$ cat config.mk
export PLATFORM = sky130hd
export DESIGN_NAME = vga_timing_flat
export DESIGN_NICKNAME = d
export VERILOG_FILES = /design/src/rtl/vga_timing_if.sv /design/src/rtl/vga_timing.sv /design/src/flat_wrapper.sv
export SDC_FILE = /design/constraint.sdc
export NUM_CORES = 1
export LEC_CHECK = 0
export ABC_AREA = 1
export CAP_MARGIN = 5
export CORE_ASPECT_RATIO = 0.6
export CORE_MARGIN = 2
export CORE_UTILIZATION = 35
export CTS_CLUSTER_DIAMETER = 200
export CTS_CLUSTER_SIZE = 30
export DETAILED_ROUTE_END_ITERATION = 7
export GPL_TIMING_DRIVEN = 0
export RECOVER_POWER = 50
export SLEW_MARGIN = 20
export SYNTH_ARGS = -nofsm -noshare
export SYNTH_HDL_FRONTEND = slang
export SYNTH_SLANG_ARGS = --single-unit
$ cat constraint.sdc
create_clock -name CLK -period 2.1 [get_ports CLK]
set_input_delay 0.21 -clock CLK [delete_from_list [all_inputs] [get_ports CLK]]
set_output_delay 0.21 -clock CLK [all_outputs]
set_load 0.01 [all_outputs]
$ cat src/rtl/vga_timing_if.sv
// rtl/vga_timing_if.sv - VGA timing output bundle: counters, syncs, strobes and frame count.
interface vga_timing_if #(
  parameter int CW = 13
) ();
  logic [CW-1:0] h;
  logic [CW-1:0] v;
  logic          HSYNC;
  logic          VSYNC;
  logic          ACTIVE;
  logic          LINE_START;
  logic          FRAME_START;
  logic [7:0]    FRAME_COUNT;
  logic          BORDER;

  modport master (
    output h, v, HSYNC, VSYNC, ACTIVE, LINE_START, FRAME_START, FRAME_COUNT, BORDER
  );

  modport slave (
    input  h, v, HSYNC, VSYNC, ACTIVE, LINE_START, FRAME_START, FRAME_COUNT, BORDER
  );
endinterface

$ cat src/rtl/vga_timing.sv
// rtl/vga_timing.sv - CE-qualified VGA timing generator with optional flag delay line.
// Optional outermost-pixel BORDER flag is built when VGA_TIMING_BORDER_EN is defined.
module vga_timing #(
  parameter int H_ACTIVE = 1024,
  parameter int H_FP     = 24,
  parameter int H_SYNC   = 136,
  parameter int H_BP     = 160,
  parameter int V_ACTIVE = 768,
  parameter int V_FP     = 3,
  parameter int V_SYNC   = 6,
  parameter int V_BP     = 29,
  parameter bit H_POL    = 1'b0,
  parameter bit V_POL    = 1'b0,
  parameter int CW       = 13,
  parameter int DELAY    = 0
) (
  input  logic            CLK,
  input  logic            RST_N,
  input  logic            CE,
  vga_timing_if.master    vid
);

  localparam int H_TOTAL  = H_ACTIVE + H_FP + H_SYNC + H_BP;
  localparam int V_TOTAL  = V_ACTIVE + V_FP + V_SYNC + V_BP;
  localparam int HS_START = H_ACTIVE + H_FP;
  localparam int HS_END   = HS_START + H_SYNC;
  localparam int VS_START = V_ACTIVE + V_FP;
  localparam int VS_END   = VS_START + V_SYNC;

  localparam logic [CW-1:0] H_LAST = CW'(H_TOTAL - 1);
  localparam logic [CW-1:0] V_LAST = CW'(V_TOTAL - 1);

  // Flag vector layout shared by the decode register and every delay stage.
  localparam int F_HS  = 5;
  localparam int F_VS  = 4;
  localparam int F_ACT = 3;
  localparam int F_LS  = 2;
  localparam int F_FS  = 1;
  localparam int F_BD  = 0;
  localparam logic [5:0] FLAG_IDLE = {~H_POL, ~V_POL, 4'b0000};

  logic [CW-1:0] h_q, h_d;
  logic [CW-1:0] v_q, v_d;
  logic [7:0]    frame_count_q, frame_count_d;
  logic [5:0]    flags_q, flags_d;
  logic [5:0]    flags_out;

  logic          hs_on, vs_on, active, line_start, frame_start, border;

  always_comb begin
    h_d           = h_q;
    v_d           = v_q;
    frame_count_d = frame_count_q;
    if (CE) begin
      if (h_q == H_LAST) begin
        h_d = '0;
        if (v_q == V_LAST) begin
          v_d           = '0;
          frame_count_d = frame_count_q + 8'd1;
        end else begin
          v_d = v_q + CW'(1);
        end
      end else begin
        h_d = h_q + CW'(1);
      end
    end
  end

  // Decoding the next count lets the registered flags line up with h/v.
  always_comb begin
    hs_on       = (h_d >= CW'(HS_START)) && (h_d < CW'(HS_END));
    vs_on       = (v_d >= CW'(VS_START)) && (v_d < CW'(VS_END));
    active      = (h_d < CW'(H_ACTIVE)) && (v_d < CW'(V_ACTIVE));
    line_start  = (h_d == '0);
    frame_start = (h_d == '0) && (v_d == '0);
`ifdef VGA_TIMING_BORDER_EN
    border      = active && ((h_d == '0) || (h_d == CW'(H_ACTIVE - 1)) ||
                             (v_d == '0) || (v_d == CW'(V_ACTIVE - 1)));
`else
    border      = 1'b0;
`endif
  end

  always_comb begin
    flags_d = flags_q;
    if (CE) begin
      flags_d[F_HS]  = hs_on ? H_POL : ~H_POL;
      flags_d[F_VS]  = vs_on ? V_POL : ~V_POL;
      flags_d[F_ACT] = active;
      flags_d[F_LS]  = line_start;
      flags_d[F_FS]  = frame_start;
      flags_d[F_BD]  = border;
    end
  end

  always_ff @(posedge CLK or negedge RST_N) begin
    if (!RST_N) begin
      h_q           <= H_LAST;
      v_q           <= V_LAST;
      frame_count_q <= '0;
      flags_q       <= FLAG_IDLE;
    end else begin
      h_q           <= h_d;
      v_q           <= v_d;
      frame_count_q <= frame_count_d;
      flags_q       <= flags_d;
    end
  end

  generate
    if (DELAY == 0) begin : g_no_delay
      assign flags_out = flags_q;
    end else begin : g_delay
      logic [5:0] pipe_q [DELAY];
      logic [5:0] pipe_d [DELAY];

      always_comb begin
        for (int i = 0; i < DELAY; i++) begin
          pipe_d[i] = pipe_q[i];
        end
        if (CE) begin
          pipe_d[0] = flags_q;
          for (int i = 1; i < DELAY; i++) begin
            pipe_d[i] = pipe_q[i-1];
          end
        end
      end

      always_ff @(posedge CLK or negedge RST_N) begin
        if (!RST_N) begin
          for (int i = 0; i < DELAY; i++) begin
            pipe_q[i] <= FLAG_IDLE;
          end
        end else begin
          for (int i = 0; i < DELAY; i++) begin
            pipe_q[i] <= pipe_d[i];
          end
        end
      end

      assign flags_out = pipe_q[DELAY-1];
    end
  endgenerate

  // Counters and frame count are never delayed; only the flag vector is.
  assign vid.h           = h_q;
  assign vid.v           = v_q;
  assign vid.FRAME_COUNT = frame_count_q;
  assign vid.HSYNC       = flags_out[F_HS];
  assign vid.VSYNC       = flags_out[F_VS];
  assign vid.ACTIVE      = flags_out[F_ACT];
  assign vid.LINE_START  = flags_out[F_LS];
  assign vid.FRAME_START = flags_out[F_FS];
  assign vid.BORDER      = flags_out[F_BD];

endmodule

$ cat src/flat_wrapper.sv
// flat-port wrapper written by rule: the top's interface ports become plain ports
module vga_timing_flat 
#(
  parameter int H_ACTIVE = 1024,
  parameter int H_FP     = 24,
  parameter int H_SYNC   = 136,
  parameter int H_BP     = 160,
  parameter int V_ACTIVE = 768,
  parameter int V_FP     = 3,
  parameter int V_SYNC   = 6,
  parameter int V_BP     = 29,
  parameter bit H_POL    = 1'b0,
  parameter bit V_POL    = 1'b0,
  parameter int CW       = 13,
  parameter int DELAY    = 0
)
  (CLK, RST_N, CE, vid_h, vid_v, vid_HSYNC, vid_VSYNC, vid_ACTIVE, vid_LINE_START, vid_FRAME_START, vid_FRAME_COUNT, vid_BORDER);
  vga_timing_if #(.CW(CW)) vid_i ();
  input  logic CLK;
  input  logic RST_N;
  input  logic CE;
  output wire logic [$bits(vid_i.h)-1:0] vid_h;
  output wire logic [$bits(vid_i.v)-1:0] vid_v;
  output wire logic [$bits(vid_i.HSYNC)-1:0] vid_HSYNC;
  output wire logic [$bits(vid_i.VSYNC)-1:0] vid_VSYNC;
  output wire logic [$bits(vid_i.ACTIVE)-1:0] vid_ACTIVE;
  output wire logic [$bits(vid_i.LINE_START)-1:0] vid_LINE_START;
  output wire logic [$bits(vid_i.FRAME_START)-1:0] vid_FRAME_START;
  output wire logic [$bits(vid_i.FRAME_COUNT)-1:0] vid_FRAME_COUNT;
  output wire logic [$bits(vid_i.BORDER)-1:0] vid_BORDER;
  assign vid_h = vid_i.h;
  assign vid_v = vid_i.v;
  assign vid_HSYNC = vid_i.HSYNC;
  assign vid_VSYNC = vid_i.VSYNC;
  assign vid_ACTIVE = vid_i.ACTIVE;
  assign vid_LINE_START = vid_i.LINE_START;
  assign vid_FRAME_START = vid_i.FRAME_START;
  assign vid_FRAME_COUNT = vid_i.FRAME_COUNT;
  assign vid_BORDER = vid_i.BORDER;
  vga_timing #(.H_ACTIVE(H_ACTIVE), .H_FP(H_FP), .H_SYNC(H_SYNC), .H_BP(H_BP), .V_ACTIVE(V_ACTIVE), .V_FP(V_FP), .V_SYNC(V_SYNC), .V_BP(V_BP), .H_POL(H_POL), .V_POL(V_POL), .CW(CW), .DELAY(DELAY)) u_core (.CLK(CLK), .RST_N(RST_N), .CE(CE), .vid(vid_i));
endmodule
**After elaboration in Yosys (flattened, before gate mapping)**

Index checks and enable logic that the tools add are counted.
Widths: inputs -> output; s select.

- $add $sub $neg: 3
- Multipliers: 0
- Divide/modulo/power cells: 0
- $lt $le $gt $ge: 6
- Eq/ne operators: 2
- Shift-type cells: 0
- Multiplexer cells: 7
- Bitwise gates (word level): 0
- Reduce and logical (&&, ||, !) cells: 7

Operators by type and width:

| kind | count |
|---|---|
| $mux 13 | 5 |
| $add 13x1->13 const B | 2 |
| $logic_not 13->1 | 2 |
| $lt 13x10->1 const B | 2 |
| $lt 13x11->1 const B | 2 |
| $eq 13x10->1 const B | 1 |
| $eq 13x11->1 const B | 1 |
| $ge 13x10->1 const B | 1 |
| $ge 13x11->1 const B | 1 |
| $add 8x1->8 const B | 1 |
| $logic_and 1x1->1 | 4 |
| $reduce_and 3->1 | 1 |
| $mux 1 | 2 |

- Flip-flop bits (word level): 39
- Bits in latches: 0
- Memory bits (writable): 0
- ROM bits: 0
- Bits of input ports: 3
- Output and inout port bits: 40
- Word-level logic and storage cells: 29
- Memories kept: 0

**Depth between registers and ports, before layout**

- Word-level depth: 7
- Gate-level depth with buffers: 15
- Depth with buffers taken out: 14

**Least setup slack after synthesis**

Ideal clock, no wire load.

- Path type: register to register
- From: register u_core.h_q[0], in the netlist u_core.vid.h[0]
- To: register u_core.frame_count_q[7], in the netlist u_core.vid.FRAME_COUNT[7]
- Library setup time: 0.124 ns
- Arrival: 1.803 ns
- Data required time: 1.976 ns
- Path slack: 0.172 ns
- Stages on the path, launching flop included: 12
- Path buffers: 0
- Clock period less this slack: 1.928 ns
- Cell sequence: dfstp_2 -> ha_1 -> nand3_2 -> nor2_4 -> nand2_4 -> nor2_8 -> inv_4 -> nor2_4 -> nand3_2 -> nor2_2 -> nand2_1 -> xnor2_1

- Cells in the longest elaborated chain, start to end: 2

Ends and longest elaborated chain:

| element | RTL line | source |
|---|---|---|
| start, declared | vga_timing.sv:42 | `logic [CW-1:0] h_q, h_d;` |
| start signal, assigned | vga_timing.sv:98 | `h_q <= H_LAST;` |
| start signal, assigned | vga_timing.sv:103 | `h_q <= h_d;` |
| $eq 13x11->1 | vga_timing.sv:55 | `if (h_q == H_LAST) begin` |
| $reduce_and 3->1 (no line) | -- |  |
| end signal, assigned | vga_timing.sv:105 | `frame_count_q <= frame_count_d;` |
| end, declared | vga_timing.sv:44 | `logic [7:0] frame_count_q, frame_count_d;` |

Every way passes these cells.
A chain may end at the register's enable or synchronous reset.

**Worst setup path after layout**

- From: register u_core.h_q[1], in the netlist u_core.vid.h[1]
- To: register u_core.flags_q[1], in the netlist u_core.flags_out[1]

- Cells in the longest elaborated chain, start to end: 5
- Elaborated cells on any way between the ends: 9
- Classes of those cells: add/sub (1); eq/ne (1); mux (4); reduce/logical (3)

Ends and longest elaborated chain:

| element | RTL line | source |
|---|---|---|
| $add 13x1->13 or $eq 13x11->1 (tied branches) | vga_timing.sv:64, vga_timing.sv:55 |  |
| $mux 13 | vga_timing.sv:55 |  |
| $mux 13 | vga_timing.sv:54 | `if (CE) begin` |
| $logic_not 13->1 | vga_timing.sv:75 | `frame_start = (h_d == '0) && (v_d == '0);` |
| $logic_and 1x1->1 (*) | vga_timing.sv:75 |  |
| end signal, assigned | vga_timing.sv:106 | `flags_q <= flags_d;` |
| end, declared | vga_timing.sv:45 | `logic [5:0] flags_q, flags_d;` |

Mark *: on every way between the ends. The rest lies on a longest branch, timed or not.

==> impl_metrics.env <==
export IMPL_synth_seq_cells=39
export IMPL_syn_to_final_growth_pct=33.6
export IMPL_drt_wl_total_um=6800
export IMPL_grt_setup_unrepaired="yes"
export IMPL_netlist_area_mm2=0.00251
export IMPL_wire_per_inst_um=13.5
export IMPL_stdcell_area_mm2=0.00335
export IMPL_yosys_top_cells_area="dfrtp_1 (24%), nand2_1 (19%), dfstp_2 (16%)"
export IMPL_grt_pass1_wl_um=11000
export IMPL_grtUsageTotal=0.177
export IMPL_fin_ws_ps=-8.22
export IMPL_intPower_mw=1.71
export IMPL_violations="negative setup slack"
export IMPL_crit_arrival_ps=2330
export IMPL_end_kind="flip-flop"
export IMPL_setup_viol=1
export IMPL_pre_cts_ws_ps=-249
export IMPL_p_leak_nw=1.74
export IMPL_grt_most_used_layer="met1"
export IMPL_cap_violations=0
export IMPL_antenna_found_initial=0
export IMPL_layout_cells_non_filler=505
export IMPL_worst_slew_pin_slew_ps=1050
export IMPL_p_seq_frac=0.402
export IMPL_cts_tree="built"
export IMPL_p_switching_mw=0.976
export IMPL_synth_distinct_cells=32
export IMPL_area_sequential_um2=995
export IMPL_critPathLaunchType="flip-flop"
export IMPL_finalHoldViolCount=0
export IMPL_die_h_um=69.6
export IMPL_clock_skew_ps=9.13
export IMPL_fin_nets=425
export IMPL_synth_top_area_frac=0.240
export IMPL_grt_pass1_vias=2112
export IMPL_avgSynthCellArea_um2=6.98
export IMPL_cts_made_buffers=5
export IMPL_grt_overflow=0
export IMPL_ant_nets=0
export IMPL_rows=23
export IMPL_numClockSinks=39
export IMPL_critPathKind="flip-flop to flip-flop"
export IMPL_die_area_mm2=0.00788
export IMPL_path_max_fanout=5
export IMPL_synth_edff_count=0
export IMPL_use_met2=0.215
export IMPL_holdCritPathClass="flip-flop to flip-flop"
export IMPL_cp_required_ps=2320
export IMPL_insertion_delay_ps=290
export IMPL_async_flop_share=1.00
export IMPL_core_area_mm2=0.00679
export IMPL_ctsLongestPathBuffers=2
export IMPL_clockRootBuffer="clkbuf_16"
export IMPL_synth_area_leader_cell="dfrtp_1"
export IMPL_ir_drop_mv=0.465
export IMPL_p_per_area_mw_per_mm2=802
export IMPL_drv_slew=0
export IMPL_diodes=0
export IMPL_vias=2436
export IMPL_yosysWarnings=0
export IMPL_drtPass1Iterations=4
export IMPL_routed_via_density=4.82
export IMPL_use_met3=0.0350
export IMPL_h_tree_depth=2
export IMPL_ys_flop_type="dfrtp_1"
export IMPL_initial_core_util=0.369
export IMPL_grt_use_met1=0.308
export IMPL_switching_share=0.363
export IMPL_grt_max_degree=22
export IMPL_multi_input_area_mm2=0.00134
export IMPL_drt_first_iter_violations=166
export IMPL_drc_errors=0
export IMPL_finalCriticalPeriod_ps=2110
export IMPL_ys_seq_area_frac=0.397
export IMPL_netlist_instances=359
export IMPL_synth_nets=367
export IMPL_fmax_mhz=474
export IMPL_gp_congestion=0.875
export IMPL_fillers=660
export IMPL_placed_cell_area_mm2=0.00305
export IMPL_holdWs_ps=473
export IMPL_dpl_cell_count=488
export IMPL_hpwl_um=5170
export IMPL_path_clk_slew_ps=60
export IMPL_p_comb_frac=0.302
export IMPL_port_buffers=41
export IMPL_outcome="finished with violations"
export IMPL_min_period_over_period=1.00
export IMPL_slew_headroom=0.298
export IMPL_drive_above_1_share=0.175
export IMPL_chipWidth_um=113
export IMPL_p_clk_frac=0.296
export IMPL_ios=43
worst max-delay path: stages, from the launching register on:
cell and delay, ps:
dfstp_2 600, ha_4 160, nand3_4 100, inv_2 100, nand2_4 60, nor2_4 180
buf_6 150, nand3_2 80, nand2_2 90, nand2_2 60, nor2_4 140, nand2_1 70
nor2_1 130, nand2_1 60, nand2_1 60
metrics by stage:
stage,total power [mW],utilization,TNS [ps]
detailed placement,1.85,0.449,-803
CTS,2.68,0.479,0
finish,2.69,0.493,-8.22
global route,2.86,0.493,-323
floorplan,1.48,-,0
global placement,1.83,0.446,-6090
routing by layer:
layer / vias up / routed length (um)
met5: - / 0
met4: 0 / 49
met3: 5 / 320
met2: 70 / 2630
met1: 1142 / 3800
li1: 1219 / -
cells in the mapped netlist, types with 2 or more instances:
master and instances:
nand4_1 8, inv_1 61, dfrtp_1 24, a21oi_1 3
nor2_2 5, nor2_1 39, nor3_2 2, nand3_1 27
nor2_4 4, xnor2_1 3, a31oi_1 2, xor2_1 4
dfstp_2 15, nor3_1 5, nand2_2 2, o21bai_1 4
ha_1 5, inv_2 2, nand2_1 124, o21ai_0 5
nand3_2 4
path summary, 6_finish.rpt:
kind | startpoint | to | slack, ps | cells past startpoint
worst max-delay path | u_core.vid.h[1] | u_core.flags_out[1] | -8 | 14
worst min-delay path | u_core.vid.FRAME_COUNT[7] | u_core.vid.FRAME_COUNT[7] | 470 | 1
worst max register to register | u_core.vid.h[1] | u_core.flags_out[1] | -8 | 14
worst min register to register | u_core.vid.FRAME_COUNT[7] | u_core.vid.FRAME_COUNT[7] | 470 | 1
max in group asynchronous | RST_N | u_core.vid.v[9] | 340 | 3
min in group asynchronous | RST_N | u_core.vid.h[11] | 660 | 2
cells by family after synthesis:
logic type / after synthesis / synth area share
adder cells (fa/ha/maj): 5 / 0.0250
other: 1 / 0.00150
AO/OA/AOI/OAI: 16 / 0.0379
buffers and inverters: 67 / 0.106
flip-flops: 39 / 0.397
XOR/XNOR: 8 / 0.0309
AND/OR/NAND/NOR: 223 / 0.402
placed cells by master (no fill, tap or decap), types with 6 or more instances in the layout:
| cell | n |
|---|---|
| dfrtp_1 | 24 |
| nor2_1 | 34 |
| dlygate4sd3_1 | 16 |
| buf_4 | 8 |
| nor2_4 | 8 |
| clkdlybuf4s50_1 | 25 |
| dfstp_2 | 15 |
| nor2_2 | 6 |
| inv_1 | 60 |
| nand2_1 | 118 |
| nand2_2 | 7 |
| nand3_1 | 24 |
| nand4_1 | 8 |
flip-flops by register name, summed over array words and instances, names as in the netlist:
register and count:
u_core.vid.h 13, u_core.flags_out 5, u_core.vid.v 13, u_core.vid.FRAME_COUNT 8
final cells by class:
| cell class | count | share of cell area |
|---|---|---|
| multi-input combinational | 253 | 0.401 |
| buffer | 3 | 0.00672 |
| clock buffer | 6 | 0.0415 |
| tap | 87 | 0.0325 |
| sequential | 39 | 0.297 |
| timing repair buffer | 51 | 0.144 |
| inverter | 64 | 0.0725 |
| clock inverter | 2 | 0.00486 |
power by group through the flow:
| stage | sequential, mW | combinational, mW | clock, mW |
|---|---|---|---|
| 2_1_floorplan | 1.08 | 0.405 | 0 |
| 3_3_place_gp | 1.08 | 0.755 | 0 |
| 3_5_place_dp | 1.08 | 0.769 | 0 |
| 4_1_cts | 1.07 | 0.794 | 0.810 |
| 5_1_grt | 1.10 | 0.903 | 0.857 |
| 6_report | 1.08 | 0.811 | 0.796 |
timing repair:
action                                  CTS  global route
pin swaps                                 1             9
cloned                                    0             1
gates resized for setup                   6            20
endpoints found under the setup margin    5             7
hold buffers                              1             0
endpoints found under the hold margin     9             0
buffers inserted                          1             6
(Power assumes the default switching activity.)
